## config.mk

```make
export PLATFORM = sky130hd
export DESIGN_NAME = uart_rx_ctrl
export DESIGN_NICKNAME = d
export VERILOG_FILES = /design/src/rtl/uart_pkg.sv /design/src/rtl/uart_bit_timer.sv /design/src/rtl/uart_rx_ctrl.sv
export SDC_FILE = /design/constraint.sdc
export NUM_CORES = 1
export LEC_CHECK = 0
export ABC_AREA = 1
export BUFFER_PORTS_ARGS = -buffer_cell sky130_fd_sc_hd__buf_2
export CORE_MARGIN = 1
export CORE_UTILIZATION = 40
export DETAILED_ROUTE_END_ITERATION = 8
export HOLD_SLACK_MARGIN = 0.02
export PLACE_DENSITY = 0.67
export SETUP_SLACK_MARGIN = 0.5
export SYNTH_ARGS = -nofsm -noshare
export SYNTH_HDL_FRONTEND = slang
export SYNTH_SLANG_ARGS = --single-unit
```

## constraint.sdc

```tcl
create_clock -name clk -period 1.7 [get_ports clk]
set_clock_uncertainty 0.2 [all_clocks]
set_input_delay 0 -clock clk [delete_from_list [all_inputs] [get_ports clk]]
set_output_delay 0 -clock clk [all_outputs]
set_load 0.005 [all_outputs]
```

## src/rtl/uart_pkg.sv

```systemverilog
// uart_pkg: shared FSM state type and default frame constants for the UART receiver
package uart_pkg;
  localparam int DEF_WIDTH = 8;
  localparam int DEF_CLKS_PER_BIT = 16;
  typedef enum logic [1:0] {IDLE, START, DATA, STOP} state_t;
endpackage

```

## src/rtl/uart_bit_timer.sv

```systemverilog
// uart_bit_timer: free-running bit-period counter with half and full period terminal counts
module uart_bit_timer import uart_pkg::*; #(
  parameter int CLKS_PER_BIT = DEF_CLKS_PER_BIT
) (
  input  logic clk,
  input  logic reset,
  input  logic clear,
  output logic half,
  output logic full
);
  localparam int CW = $clog2(CLKS_PER_BIT);
  logic [CW-1:0] cnt;
  // count clk cycles since the last clear
  always_ff @(posedge clk) begin
    if (reset || clear) cnt <= '0;
    else cnt <= cnt + CW'(1);
  end
  assign half = cnt == CW'(CLKS_PER_BIT / 2 - 1);
  assign full = cnt == CW'(CLKS_PER_BIT - 1);
endmodule

```

## src/rtl/uart_rx_ctrl.sv

```systemverilog
// uart_rx_ctrl: UART receiver with mid-bit sampling, one-entry output holding register and error pulses
module uart_rx_ctrl import uart_pkg::*; #(
  parameter int WIDTH = DEF_WIDTH,
  parameter int CLKS_PER_BIT = DEF_CLKS_PER_BIT
) (
  input  logic             clk,
  input  logic             reset,
  input  logic             rx,
  input  logic             out_ready,
  output logic [WIDTH-1:0] out_data,
  output logic             out_valid,
  output logic             busy,
  output logic             frame_err,
  output logic             overrun
);
  localparam int BW = WIDTH > 1 ? $clog2(WIDTH) : 1;
  state_t state;
  logic [1:0] sync;
  logic rx_s, half, full, sample, clear;
  logic [BW-1:0] bit_cnt;
  logic [WIDTH-1:0] shift;
  assign rx_s = sync[1];
  assign sample = state == START ? half : (state == DATA || state == STOP) ? full : 1'b0;
  assign clear = state == IDLE || sample;
  uart_bit_timer #(.CLKS_PER_BIT(CLKS_PER_BIT)) timer (
    .clk(clk),
    .reset(reset),
    .clear(clear),
    .half(half),
    .full(full)
  );
  // two-flop synchronizer for the asynchronous line, idling high
  always_ff @(posedge clk) begin
    if (reset) sync <= 2'b11;
    else sync <= {sync[0], rx};
  end
  // receive FSM with shift register, holding register and one-cycle status pulses
  always_ff @(posedge clk) begin
    if (reset) begin
      state <= IDLE;
      bit_cnt <= '0;
      shift <= '0;
      out_data <= '0;
      out_valid <= 1'b0;
      busy <= 1'b0;
      frame_err <= 1'b0;
      overrun <= 1'b0;
    end else begin
      frame_err <= 1'b0;
      overrun <= 1'b0;
      if (out_valid && out_ready) out_valid <= 1'b0;
      case (state)
        IDLE: if (!rx_s) begin
          state <= START;
          busy <= 1'b1;
        end
        START: if (half) begin
          state <= rx_s ? IDLE : DATA;
          busy <= !rx_s;
          bit_cnt <= '0;
        end
        DATA: if (full) begin
          shift <= WIDTH'({rx_s, shift} >> 1);
          bit_cnt <= bit_cnt + BW'(1);
          if (bit_cnt == BW'(WIDTH - 1)) state <= STOP;
        end
        STOP: if (full) begin
          state <= IDLE;
          busy <= 1'b0;
          if (!rx_s) frame_err <= 1'b1;
          else if (!out_valid || out_ready) begin
            out_data <= shift;
            out_valid <= 1'b1;
          end else overrun <= 1'b1;
        end
        default: state <= IDLE;
      endcase
    end
  end
endmodule
```

# After elaboration in Yosys (flattened, before gate mapping)
# Index checks and enable logic that the tools add are counted.
# classes
addsub,2
n_eq_ne,11
n_mux,23
bitwise_logic,3
reduce_logical,17
# ops
operator,count
1-bit 2-to-1 mux,12
2-bit 2-to-1 mux,6
"2-bit inequality test, second input constant",4
2-bit one-hot mux with 4 select lines,1
4-bit AND reduction,2
3-bit 2-to-1 mux,2
3-bit one-hot mux with 2 select lines,1
5-bit AND reduction,1
"4-bit by 1-bit adder with 4-bit output, second input constant",1
"2-bit == test, second input constant",2
"4-bit by 3-bit == test with 1-bit output, second input constant",1
"4-bit == test, second input constant",1
1-bit logical OR,4
4-bit OR reduction,1
"3-bit by 1-bit adder with 3-bit output, second input constant",1
"3-bit == test, second input constant",1
1-bit NOT,3
1-bit one-hot mux with 3 select lines,1
3-bit AND reduction,1
3-bit nonzero test,1
3-bit OR reduction,1
"2-bit by 1-bit == test with 1-bit output, second input constant",1
1-bit zero test,2
2-bit zero test,1
other kinds (4),4
# totals
register_bits,31
input_bits,4
out_inout_bits,12
elab_cells,66

# Depth between registers and ports, before layout
# logic_depth
word_depth,6
depth_mapped,8
depth_no_buf,8

# Hierarchy
# A second synthesis with hierarchy kept.
# hier_totals
hier_cells,146
area_unflattened_um2,1212.4
# modules_own_cells
module,n_inst,cells_each,area_per_inst_um2
uart_rx_ctrl,1,124,1052.3
uart_bit_timer,1,22,160.2

# Least setup slack after synthesis
# OpenSTA, ideal clock, no wires.
# synth_path
kind,register to register
start,register timer.cnt[0]
end,register out_data[0]
arrival_ns,1.137
required_ns,1.384
path_slack_ns,0.247
path_stages_with_launch,7
path_cell_list,dfxtp_1 > ha_1 > nand3_4 > nor2_4 > nand3_4 > o21ai_0 > nor2_1
# synth_between
elab_chain_cells,2
# synth_rtl
element,line_no,text
start: declaration,uart_bit_timer.sv:12,logic [CW-1:0] cnt;
start signal: assignment,uart_bit_timer.sv:16,else cnt <= cnt + CW'(1);
4-bit == test,uart_bit_timer.sv:19,assign full = cnt == CW'(CLKS_PER_BIT - 1);
4-bit AND reduction (no source line),n/a,
end signal: assignment,uart_rx_ctrl.sv:72,out_data <= shift;
end: declaration,uart_rx_ctrl.sv:10,"output logic [WIDTH-1:0] out_data,"
# Every way passes these cells.
# A chain may end at the register's enable or synchronous reset.

# Worst setup path after layout
# layout_path
start,register timer.cnt[0]
end,register shift[0]
# layout_between
elab_chain_cells,2
# layout_rtl
element,line_no,text
4-bit == test,uart_bit_timer.sv:19,
2-bit AND reduction (no source line),n/a,
end signal: assignment,uart_rx_ctrl.sv:63,"shift <= WIDTH'({rx_s, shift} >> 1);"
end: declaration,uart_rx_ctrl.sv:21,logic [WIDTH-1:0] shift;
# Every way passes these cells.

==> results_dict.tcl <==
set metrics [dict create \
    synth_area_leaders "dfxtp_1, nor2_1, o21ai_0" \
    drt_iter0_drc 26 \
    synth_top_area_frac 0.495 \
    path_class "flip-flop to flip-flop" \
    cts_tree "yes" \
    final.min_clock_period_ps 1470 \
    drv_slew 0 \
    ant_nets 0 \
    fmax_mhz 679 \
    yosys_warnings 0 \
    final_cells 222 \
    syn_nets 167 \
    tightest_slew_ps 665 \
    finalNetCount 198 \
    grt.total_usage 0.167 \
    synthFlopType "dfxtp_1" \
    syn_inst 160 \
    place_area_um2 1380 \
    synth.most_common_cell "nor2_1" \
    drc 1 \
    synthArstFlopShare 0 \
    synth_cell_types 22 \
    wl_per_cell_um 11.4 \
    power_density_nw_per_um2 875 \
    hold_ws_ps -120 \
    status "finished, violations left" \
    die_height_um 58.0 \
    cts_sinks 31 \
    final_area_um2 1590 \
    globalplace.congestion 0.897 \
    synthTopCellsByCount "nor2_1, dfxtp_1, nand2_1, o21ai_0, inv_1" \
    cts-root-buf "clkbuf_4" \
    netSwitchingPower_uw 365 \
    ys_seq_area_frac 0.495 \
    setup_tns_ps 0 \
    post-route-util 0.557 \
    die_width_um 58.0 \
    drive_above_1_share 0.335 \
    critical_path_arrival_ps 1530 \
    swShare 0.263 \
    num_vias 1090 \
    syn_avg_cell_area_um2 7.84 \
    period_share 0.866 \
    p_leak_uw 0.000689 \
    crit_required_ps 1760 \
    slew_headroom 0.556 \
    core_area_um2 2850 \
    synth_area_um2 1250 \
    hpwl_mm 1.73 \
    area_growth_pct 26.7 \
    io_buffers 15 \
    path_max_fanout 6 \
    cts.clk_slew.worst_paths_ps 90 \
    rsz0062_at_grt "yes" \
    dr.pass1.iters 6 \
    hold_violations 2 \
    setup_viol 0 \
    n_antenna_cell 0 \
    die_area_um2 3370 \
    wl_mm 2.54 \
    combPwrFrac 0.134 \
    grt-ovfl-total 0 \
    synth_area_leader_cell "dfxtp_1" \
    cap_violations 0 \
    startpoint_type "flip-flop" \
    hp-class "input pin to flip-flop" \
    cellInternalPower_uw 1030 \
    vias_per_cell 4.91 \
    dp_cells 203 \
    ys_ff_latch 31 \
    cts_max_level 2 \
    peakVddDrop_mv 0.437 \
    grt_pass1_vias 1003 \
    grt_start_max_net_pins 21 \
    ios 16 \
    antenna_found_initial 0 \
    numCtsBuffers 5 \
    grt_pass1_wl_mm 4.26 \
    initial_core_util 0.440 \
    clk_latency_ps 320 \
    seq_power_share 0.563 \
    row_count 19 \
    clockPowerShare 0.303 \
    cp-end-kind "flip-flop" \
    synth_edf_count 0 \
    violations "DRC, hold timing" \
    hold_buffers 2 \
    max-clock-path-buffers 2 \
]
[state kept, by name (all words and copies together), names as in the netlist, named ones only]
name and cells:
out_data 8, shift 8, timer.cnt 4, bit_cnt 3, sync 2, busy 1
frame_err 1, out_valid 1, overrun 1, state 1
[power by group through the flow]
stage                     clock network [uW]  logic [uW]  registers (uW)
after CTS                                439         175             782
after floorplan                            0         126             794
after global routing                     473         215             789
after detailed placement                   0         160             798
final                                    422         186             783
after global placement                     0         152             797
[worst max-delay path, cell delays in order (launching register included)]
cell and delay [ps]:
dfxtp_2 360, ha_4 160, nand3_4 130, nor2_4 230, buf_4 150, o21ai_1 50, a21oi_1 130
[path summary, 6_finish.rpt]
kind	from	endpoint	slack (ps)	cells after the start
max	timer.cnt[0]$_SDFF_PP0_	shift[0]$_SDFFE_PP0P_	230	6
min	out_ready	overrun$_SDFF_PP0_	-120	4
max reg2reg	timer.cnt[0]$_SDFF_PP0_	shift[0]$_SDFFE_PP0P_	230	6
min reg2reg	sync[0]$_SDFF_PP1_	sync[1]$_SDFF_PP1_	220	1
[layout by cell type (no fill, tap or decap)]
master         instances
o21bai_1               2
o21ai_2                5
nor2_1                41
inv_4                  1
clkinv_4               1
inv_1                 10
nand3_4                2
dfxtp_1               27
a21oi_1                6
o21ai_1               11
ha_1                   2
buf_4                  6
nor4_1                 1
nand4_1                3
clkbuf_4               5
dlygate4sd3_1          2
clkbuf_8               1
or2_2                  2
dfxtp_2                4
inv_2                  2
o21ai_0                1
nor3_1                 1
ha_4                   1
nor3b_2                1
clkinv_2               1
nand3_1                5
nand2_4                1
buf_2                 15
nand2_2                5
nor2_2                 5
xor2_1                 1
nand3_2                1
nor2_4                 2
buf_6                  3
nand2_1               14
[metal layers]
metal	wire, um	GRT usage
met3	122	0.0491
met4	42	0.0816
met5	0	0
met1	1200	0.200
met2	1180	0.273
[cells by family (layout without fill, tap and decap cells)]
logic type	count (synthesis)	after routing	share of synthesized area
compound gates	25	25	0.104
xor+xnor	1	1	0.00698
fa+ha+maj	3	3	0.0299
buf+inv	17	47	0.0558
flops	31	31	0.495
simple gates	83	84	0.309
[what timing repair did]
| action | in CTS | in global routing |
|---|---|---|
| resized for setup | 8 | 18 |
| endpoints found under the setup margin | 28 | 29 |
| buffers inserted | 5 | 4 |
| pin swaps | 5 | 7 |
| cloned | 1 | 0 |
| endpoints found under the hold margin | 8 | 2 |
[stage by stage]
stage          power [uW]  setup slack, ps
3_5_place_dp          958              219
3_3_place_gp          948              269
4_1_cts              1400              237
5_1_grt              1480              138
6_report             1390              228
2_1_floorplan         920              338
[final cells by class]
type	instances	area (um^2)
Clock buffer	6	51.3
Clock inverter	1	5.00
Fill cell	275	1260
Inverter	14	60.1
Multi-Input combinational cell	113	636
Sequential cell	31	626
Tap cell	31	38.8
Timing Repair Buffer	26	174
(Power assumes the default switching activity.)
